==> src/rtl/h14_packet_disassembler_if.sv <==
// Chunk-stream input and decoded-packet output bundle for h14_packet_disassembler.
// err_count exists only when H14_PKT_ERR_COUNT_EN is defined.
interface h14_packet_disassembler_if;
    logic             active;
    logic [8:0]       chunk;
    logic [23:0]      header;
    logic [3:0][55:0] sub;
    logic [4:0]       ecc_err;
    logic             pkt_valid;
    logic [4:0]       counter;
`ifdef H14_PKT_ERR_COUNT_EN
    logic [15:0]      err_count;

    modport master (
        output active, chunk,
        input  header, sub, ecc_err, pkt_valid, counter, err_count
    );
    modport slave (
        input  active, chunk,
        output header, sub, ecc_err, pkt_valid, counter, err_count
    );
`else
    modport master (
        output active, chunk,
        input  header, sub, ecc_err, pkt_valid, counter
    );
    modport slave (
        input  active, chunk,
        output header, sub, ecc_err, pkt_valid, counter
    );
`endif
endinterface

==> src/rtl/h14_packet_disassembler.sv <==
// Deserializes one 32-cycle TMDS data-island packet into header + 4 subpackets and checks BCH parity.
// Optional saturating packet-error counter enabled by macro H14_PKT_ERR_COUNT_EN.
module h14_packet_disassembler (
    input  logic                       clk,
    input  logic                       rst_n,
    h14_packet_disassembler_if.slave   bus
);

    localparam logic [7:0] ECC_POLY = 8'h83;

    function automatic logic [7:0] ecc_step(input logic [7:0] e, input logic b);
        ecc_step = (e >> 1) ^ (((e[0] ^ b) == 1'b1) ? ECC_POLY : 8'h00);
    endfunction

    logic [4:0]       cnt_q, cnt_d;
    logic [23:0]      hdr_asm_q, hdr_asm_d;
    logic [7:0]       hpar_q, hpar_d;
    logic [7:0]       hecc_q, hecc_d;
    logic [3:0][55:0] sub_asm_q, sub_asm_d;
    logic [3:0][7:0]  spar_q, spar_d;
    logic [3:0][7:0]  secc_q, secc_d;

    logic [23:0]      header_q, header_d;
    logic [3:0][55:0] sub_q, sub_d;
    logic [4:0]       ecc_err_q, ecc_err_d;
    logic             pkt_valid_q, pkt_valid_d;

    logic [5:0]       sidx_lo, sidx_hi;
    logic [2:0]       pidx_lo, pidx_hi;

    always_comb begin
        cnt_d       = cnt_q;
        hdr_asm_d   = hdr_asm_q;
        hpar_d      = hpar_q;
        hecc_d      = hecc_q;
        sub_asm_d   = sub_asm_q;
        spar_d      = spar_q;
        secc_d      = secc_q;
        header_d    = header_q;
        sub_d       = sub_q;
        ecc_err_d   = ecc_err_q;
        pkt_valid_d = 1'b0;
        sidx_lo     = {cnt_q, 1'b0};
        sidx_hi     = {cnt_q, 1'b1};
        pidx_lo     = {cnt_q[1:0], 1'b0};
        pidx_hi     = {cnt_q[1:0], 1'b1};

        if (!bus.active) begin
            // Abort: drop any partial packet, published outputs are untouched.
            cnt_d     = 5'd0;
            hdr_asm_d = '0;
            hpar_d    = '0;
            hecc_d    = '0;
            sub_asm_d = '0;
            spar_d    = '0;
            secc_d    = '0;
        end else begin
            cnt_d = cnt_q + 5'd1;

            if (cnt_q < 5'd24) begin
                hdr_asm_d[cnt_q] = bus.chunk[0];
                hecc_d           = ecc_step(hecc_q, bus.chunk[0]);
            end else begin
                hpar_d[cnt_q[2:0]] = bus.chunk[0];
            end

            for (int i = 0; i < 4; i++) begin
                if (cnt_q < 5'd28) begin
                    sub_asm_d[i][sidx_lo] = bus.chunk[1+i];
                    sub_asm_d[i][sidx_hi] = bus.chunk[5+i];
                    secc_d[i] = ecc_step(ecc_step(secc_q[i], bus.chunk[1+i]), bus.chunk[5+i]);
                end else begin
                    spar_d[i][pidx_lo] = bus.chunk[1+i];
                    spar_d[i][pidx_hi] = bus.chunk[5+i];
                end
            end

            if (cnt_q == 5'd31) begin
                // Last parity bits arrive this cycle, so compare against the merged values.
                header_d     = hdr_asm_d;
                sub_d        = sub_asm_d;
                ecc_err_d[4] = (hecc_d != hpar_d);
                for (int i = 0; i < 4; i++) begin
                    ecc_err_d[i] = (secc_d[i] != spar_d[i]);
                end
                pkt_valid_d = 1'b1;
                hdr_asm_d   = '0;
                hpar_d      = '0;
                hecc_d      = '0;
                sub_asm_d   = '0;
                spar_d      = '0;
                secc_d      = '0;
            end
        end
    end

    always_ff @(posedge clk or negedge rst_n) begin
        if (!rst_n) begin
            cnt_q       <= '0;
            hdr_asm_q   <= '0;
            hpar_q      <= '0;
            hecc_q      <= '0;
            sub_asm_q   <= '0;
            spar_q      <= '0;
            secc_q      <= '0;
            header_q    <= '0;
            sub_q       <= '0;
            ecc_err_q   <= '0;
            pkt_valid_q <= 1'b0;
        end else begin
            cnt_q       <= cnt_d;
            hdr_asm_q   <= hdr_asm_d;
            hpar_q      <= hpar_d;
            hecc_q      <= hecc_d;
            sub_asm_q   <= sub_asm_d;
            spar_q      <= spar_d;
            secc_q      <= secc_d;
            header_q    <= header_d;
            sub_q       <= sub_d;
            ecc_err_q   <= ecc_err_d;
            pkt_valid_q <= pkt_valid_d;
        end
    end

    assign bus.header    = header_q;
    assign bus.sub       = sub_q;
    assign bus.ecc_err   = ecc_err_q;
    assign bus.pkt_valid = pkt_valid_q;
    assign bus.counter   = cnt_q;

`ifdef H14_PKT_ERR_COUNT_EN
    logic [15:0] err_count_q, err_count_d;

    always_comb begin
        err_count_d = err_count_q;
        if (pkt_valid_q && (|ecc_err_q) && (err_count_q != 16'hFFFF)) begin
            err_count_d = err_count_q + 16'd1;
        end
    end

    always_ff @(posedge clk or negedge rst_n) begin
        if (!rst_n) begin
            err_count_q <= '0;
        end else begin
            err_count_q <= err_count_d;
        end
    end

    assign bus.err_count = err_count_q;
`endif

endmodule

==> src/flat_wrapper.sv <==
// flat-port wrapper written by rule: the top's interface ports become plain ports
module h14_packet_disassembler_flat 
  (clk, rst_n, bus_active, bus_chunk, bus_header, bus_sub, bus_ecc_err, bus_pkt_valid, bus_counter);
  h14_packet_disassembler_if bus_i ();
  input  logic clk;
  input  logic rst_n;
  input wire logic [$bits(bus_i.active)-1:0] bus_active;
  input wire logic [$bits(bus_i.chunk)-1:0] bus_chunk;
  output wire logic [$bits(bus_i.header)-1:0] bus_header;
  output wire logic [$bits(bus_i.sub)-1:0] bus_sub;
  output wire logic [$bits(bus_i.ecc_err)-1:0] bus_ecc_err;
  output wire logic [$bits(bus_i.pkt_valid)-1:0] bus_pkt_valid;
  output wire logic [$bits(bus_i.counter)-1:0] bus_counter;
  assign bus_i.active = bus_active;
  assign bus_i.chunk = bus_chunk;
  assign bus_header = bus_i.header;
  assign bus_sub = bus_i.sub;
  assign bus_ecc_err = bus_i.ecc_err;
  assign bus_pkt_valid = bus_i.pkt_valid;
  assign bus_counter = bus_i.counter;
  h14_packet_disassembler u_core (.clk(clk), .rst_n(rst_n), .bus(bus_i));
endmodule
==> config.mk <==
export PLATFORM = sky130hd
export DESIGN_NAME = h14_packet_disassembler_flat
export DESIGN_NICKNAME = d
export VERILOG_FILES = /design/src/rtl/h14_packet_disassembler_if.sv /design/src/rtl/h14_packet_disassembler.sv /design/src/flat_wrapper.sv
export SDC_FILE = /design/constraint.sdc
export NUM_CORES = 1
export LEC_CHECK = 0
export ABC_CLOCK_PERIOD_IN_PS = 3750
export BUFFER_PORTS_ARGS = -buffer_cell sky130_fd_sc_hd__buf_2
export CORE_MARGIN = 10
export CORE_UTILIZATION = 55
export CTS_CLUSTER_SIZE = 12
export DETAILED_ROUTE_END_ITERATION = 8
export PLACE_DENSITY = 0.72
export SLEW_MARGIN = 30
export SYNTH_ARGS = -nofsm -noshare
export SYNTH_HDL_FRONTEND = slang
export SYNTH_SLANG_ARGS = --single-unit
==> constraint.sdc <==
create_clock -name clk -period 3.75 [get_ports clk]
set_input_delay 0.5625 -clock clk [delete_from_list [all_inputs] [get_ports clk]]
set_output_delay 0.5625 -clock clk [all_outputs]
set_load 0.02 [all_outputs]
==> reports/metrics.yaml <==
placement:
  pre_cts_slack_ns: 0.8856
  io_buffers: 270
  place_congestion: 0.9319
  dp_hpwl_microns: 41310
  dp_cells: 2918
sta:
  worst_pin_slew_ns: 0.8944
  hold_viol: 2
  fmax_mhz: 343.0
  finalSetupViolations: 0
  skew_ns: 0.02787
  rsz0062_at_grt: "no"
  maxSlewViolCount: 0
  fin_crit_sh: 0.7775
  whs_ns: -0.004903
  setup_tns_ns: 0
  worst_slack_ns: 0.8345
  min_period_ns: 2.916
  slew_headroom: 0.4020
power:
  p_int_mw: 10.01
  switchingPower_mw: 3.240
  sw_frac_of_total: 0.2446
  vdd_drop_max_mv: 0.3782
  p_clk_frac: 0.420
  powerDensity_mw_per_mm2: 479.6
  power.leakage_nw: 14.06
  p_seq_frac: 0.498
  p_comb_frac: 0.082
detailed_routing:
  viasPerCell: 5.535
  ant_nets: 0
  drt-pass1-iter-count: 5
  wl_per_cell_microns: 21.00
  drtIter0Drc: 1642
  routed_wl_microns: 63260
  num_vias: 16670
  drc: 0
setup_path:
  crit_chain: "inv_1 > ha_1 > nand4_1 > nor2_1 > a2111o_1 > o2111ai_1 > a2111o_1 > o32a_1"
  crit_path_start_kind: "register"
  max_stage_delay_ns: 0.50
  worst_path_most_repeated_cell: "a2111o_1"
  required_ns: 4.25
  cp-end-kind: "register"
  cp.arrival_ns: 3.42
  slowest_stage: "ha_1"
  cp_max_fo: 12
  worstSetupPathType: "reg -> reg"
logic_synthesis:
  synth.most_common_cell: "dfrtp_1"
  yosysTopAreaCellShare: 0.6135
  ys_seq_area_frac: 0.6135
  syn_inst: 2192
  syn-cell-area_sq_mm: 0.02394
  synth_cell_types: 51
  synth_warnings: 0
  synth_xor_area_frac: 0.03068
  synth_mux_area_frac: 0.1265
  synthFlopType: "dfrtp_1"
  synth_compound_area_frac: 0.07337
  avgSynthCellArea_sq_um: 10.92
  ys_async_sr_fraction: 1.000
  yosys.area_share.simple: 0.1238
  synthTopCellsByCount: "dfrtp_1, nor2_1, nand2_1"
  synth_edf_count: 0
  synthAdderAreaFrac: 0.002613
  syn_nets: 2209
  synth_top_family_by_area: "multiplexers"
  ys_ff_latch: 587
  yosys-top-cells-area: "dfrtp_1, mux2i_1, o21ai_0"
  netlist.top_cell.by_area: "dfrtp_1"
floorplan:
  initial_utilization: 0.5558
  dieWidth_microns: 228.6
  core_sq_mm: 0.04308
  core.rowCount: 76
  die_area_sq_mm: 0.05228
  die_y_microns: 228.6
  ios: 271
clock_tree:
  cts.sinks: 587
  clk_pin_slew_worst_paths_ns: 0.06
  h-tree-depth: 2
  cts_hold_buf: 0
  cts_buffers: 59
  clkLatencyLatePin_ns: 0.63
  cts_resized: 0
  cts_tree: "built"
  postCtsSetupRepairBufs: 0
  root_buffer: "clkbuf_16"
  clockBufferDepth: 3
cells_and_area:
  instances_no_fill: 3012
  nets: 2412
  postLayoutCoreUtil: 0.6413
  drive_above_1_share: 0.1691
  final.fill_count: 3388
  area_growth_pct: 15.39
outcome:
  status: "finished, violations left"
  violations: "negative hold slack"
global_routing:
  antenna_found_initial: 3
  grt_first_pass_wirelength_microns: 100100
  grt_overflow: 0
  grt_max_degree: 267
  grt_pass1_vias: 17270
  grt_use_total: 0.2404
worst_hold_path:
  min_path_type: "in -> async"
flow_run:
  max_cap_viol_count: 0
stage by stage:
stage	total power, mW	cell area [sq um]
CTS	13.34	27590
finish	13.25	27630
floorplan	7.400	23940
global placement	7.762	25810
global route	13.73	27620
detailed placement	7.788	25810
cell families (layout without fill, tap and decap cells):
kind of cell,count (synthesis),count (layout)
flops,587,587
xor+xnor,80,80
other cells,0,2
mux,302,302
simple gates,719,719
buf+inv,172,405
compound gates,327,327
fa+ha+maj,5,5
metal layers:
layer	vias up	track usage	wire length [microns]
met4	2	0.07332	1603
met1	8417	0.3118	26470
met3	105	0.05982	4160
met5	-	0	13
met2	498	0.3925	31010
li1	7648	-	-
area by class of cell:
class	count	area, sq um	share of cell area
Tap cell	585	732.0	0.02649
Timing Repair Buffer	305	1819	0.06585
Clock inverter	11	151.4	0.005480
Inverter	9	33.78	0.001223
Clock buffer	80	1635	0.05919
Sequential cell	587	14690	0.5317
Multi-Input combinational cell	1433	8561	0.3099
Antenna cell	2	5.005	0.0001812
layout by cell type, fill, tap and decap left out, types with 4 or more instances in the layout:
cell type	count
buf_4	20
nand3_1	19
nor2_4	16
o21ai_0	258
mux2i_1	299
nor2_1	322
clkinv_2	5
buf_2	269
dfrtp_1	587
buf_12	14
clkbuf_8	8
ha_1	5
nand2_1	316
inv_1	7
nand4_1	6
and2_1	4
nor4_1	6
a211oi_1	7
a21oi_1	33
clkbuf_1	13
nor3_1	9
xor2_1	25
nand2b_1	6
clkbuf_16	59
xnor2_1	53
power groups by stage:
stage	Combinational [mW]	Sequential, mW	Clock [mW]
after floorplan	0.751	6.65	0
after global placement	1.07	6.69	0
after detailed placement	1.09	6.70	0
after CTS	1.09	6.59	5.66
after global routing	1.20	6.60	5.93
final	1.09	6.59	5.57
worst max-delay path, delay by kind of cell (launching register included):
| family | cells | cell delay [ns] |
|---|---|---|
| compound gates | 4 | 0.98 |
| fa+ha+maj | 1 | 0.50 |
| buf+inv | 1 | 0.19 |
| flops | 1 | 0.49 |
| simple gates | 2 | 0.63 |
flip-flops by register name, indices dropped and copies added, names as in the netlist:
signal                flops
u_core.bus.counter        5
u_core.bus.ecc_err        5
u_core.bus.header        24
u_core.bus.pkt_valid      1
u_core.bus.sub          224
u_core.hdr_asm_q         24
u_core.hecc_q             8
u_core.hpar_q             8
u_core.secc_q            32
u_core.spar_q            32
u_core.sub_asm_q        224
final timing paths:
kind                                                 startpoint                                 to  slack [ns]  cells past startpoint
worst max-delay path            u_core.bus.counter[0]$_DFF_PN0_  u_core.bus.ecc_err[2]$_DFFE_PN0P_        0.83                      8
worst max register to register  u_core.bus.counter[0]$_DFF_PN0_  u_core.bus.ecc_err[2]$_DFFE_PN0P_        0.83                      8
worst min-delay path                                      rst_n        u_core.spar_q[13]$_DFF_PN0_      -0.005                      1
worst min register to register  u_core.bus.sub[106]$_DFFE_PN0P_    u_core.bus.sub[106]$_DFFE_PN0P_        0.47                      2
min in group clk                                   bus_chunk[8]        u_core.spar_q[27]$_DFF_PN0_        0.30                      3
max in group asynchronous                                 rst_n  u_core.bus.header[15]$_DFFE_PN0P_        2.57                      2
(Power assumes the default switching activity.)
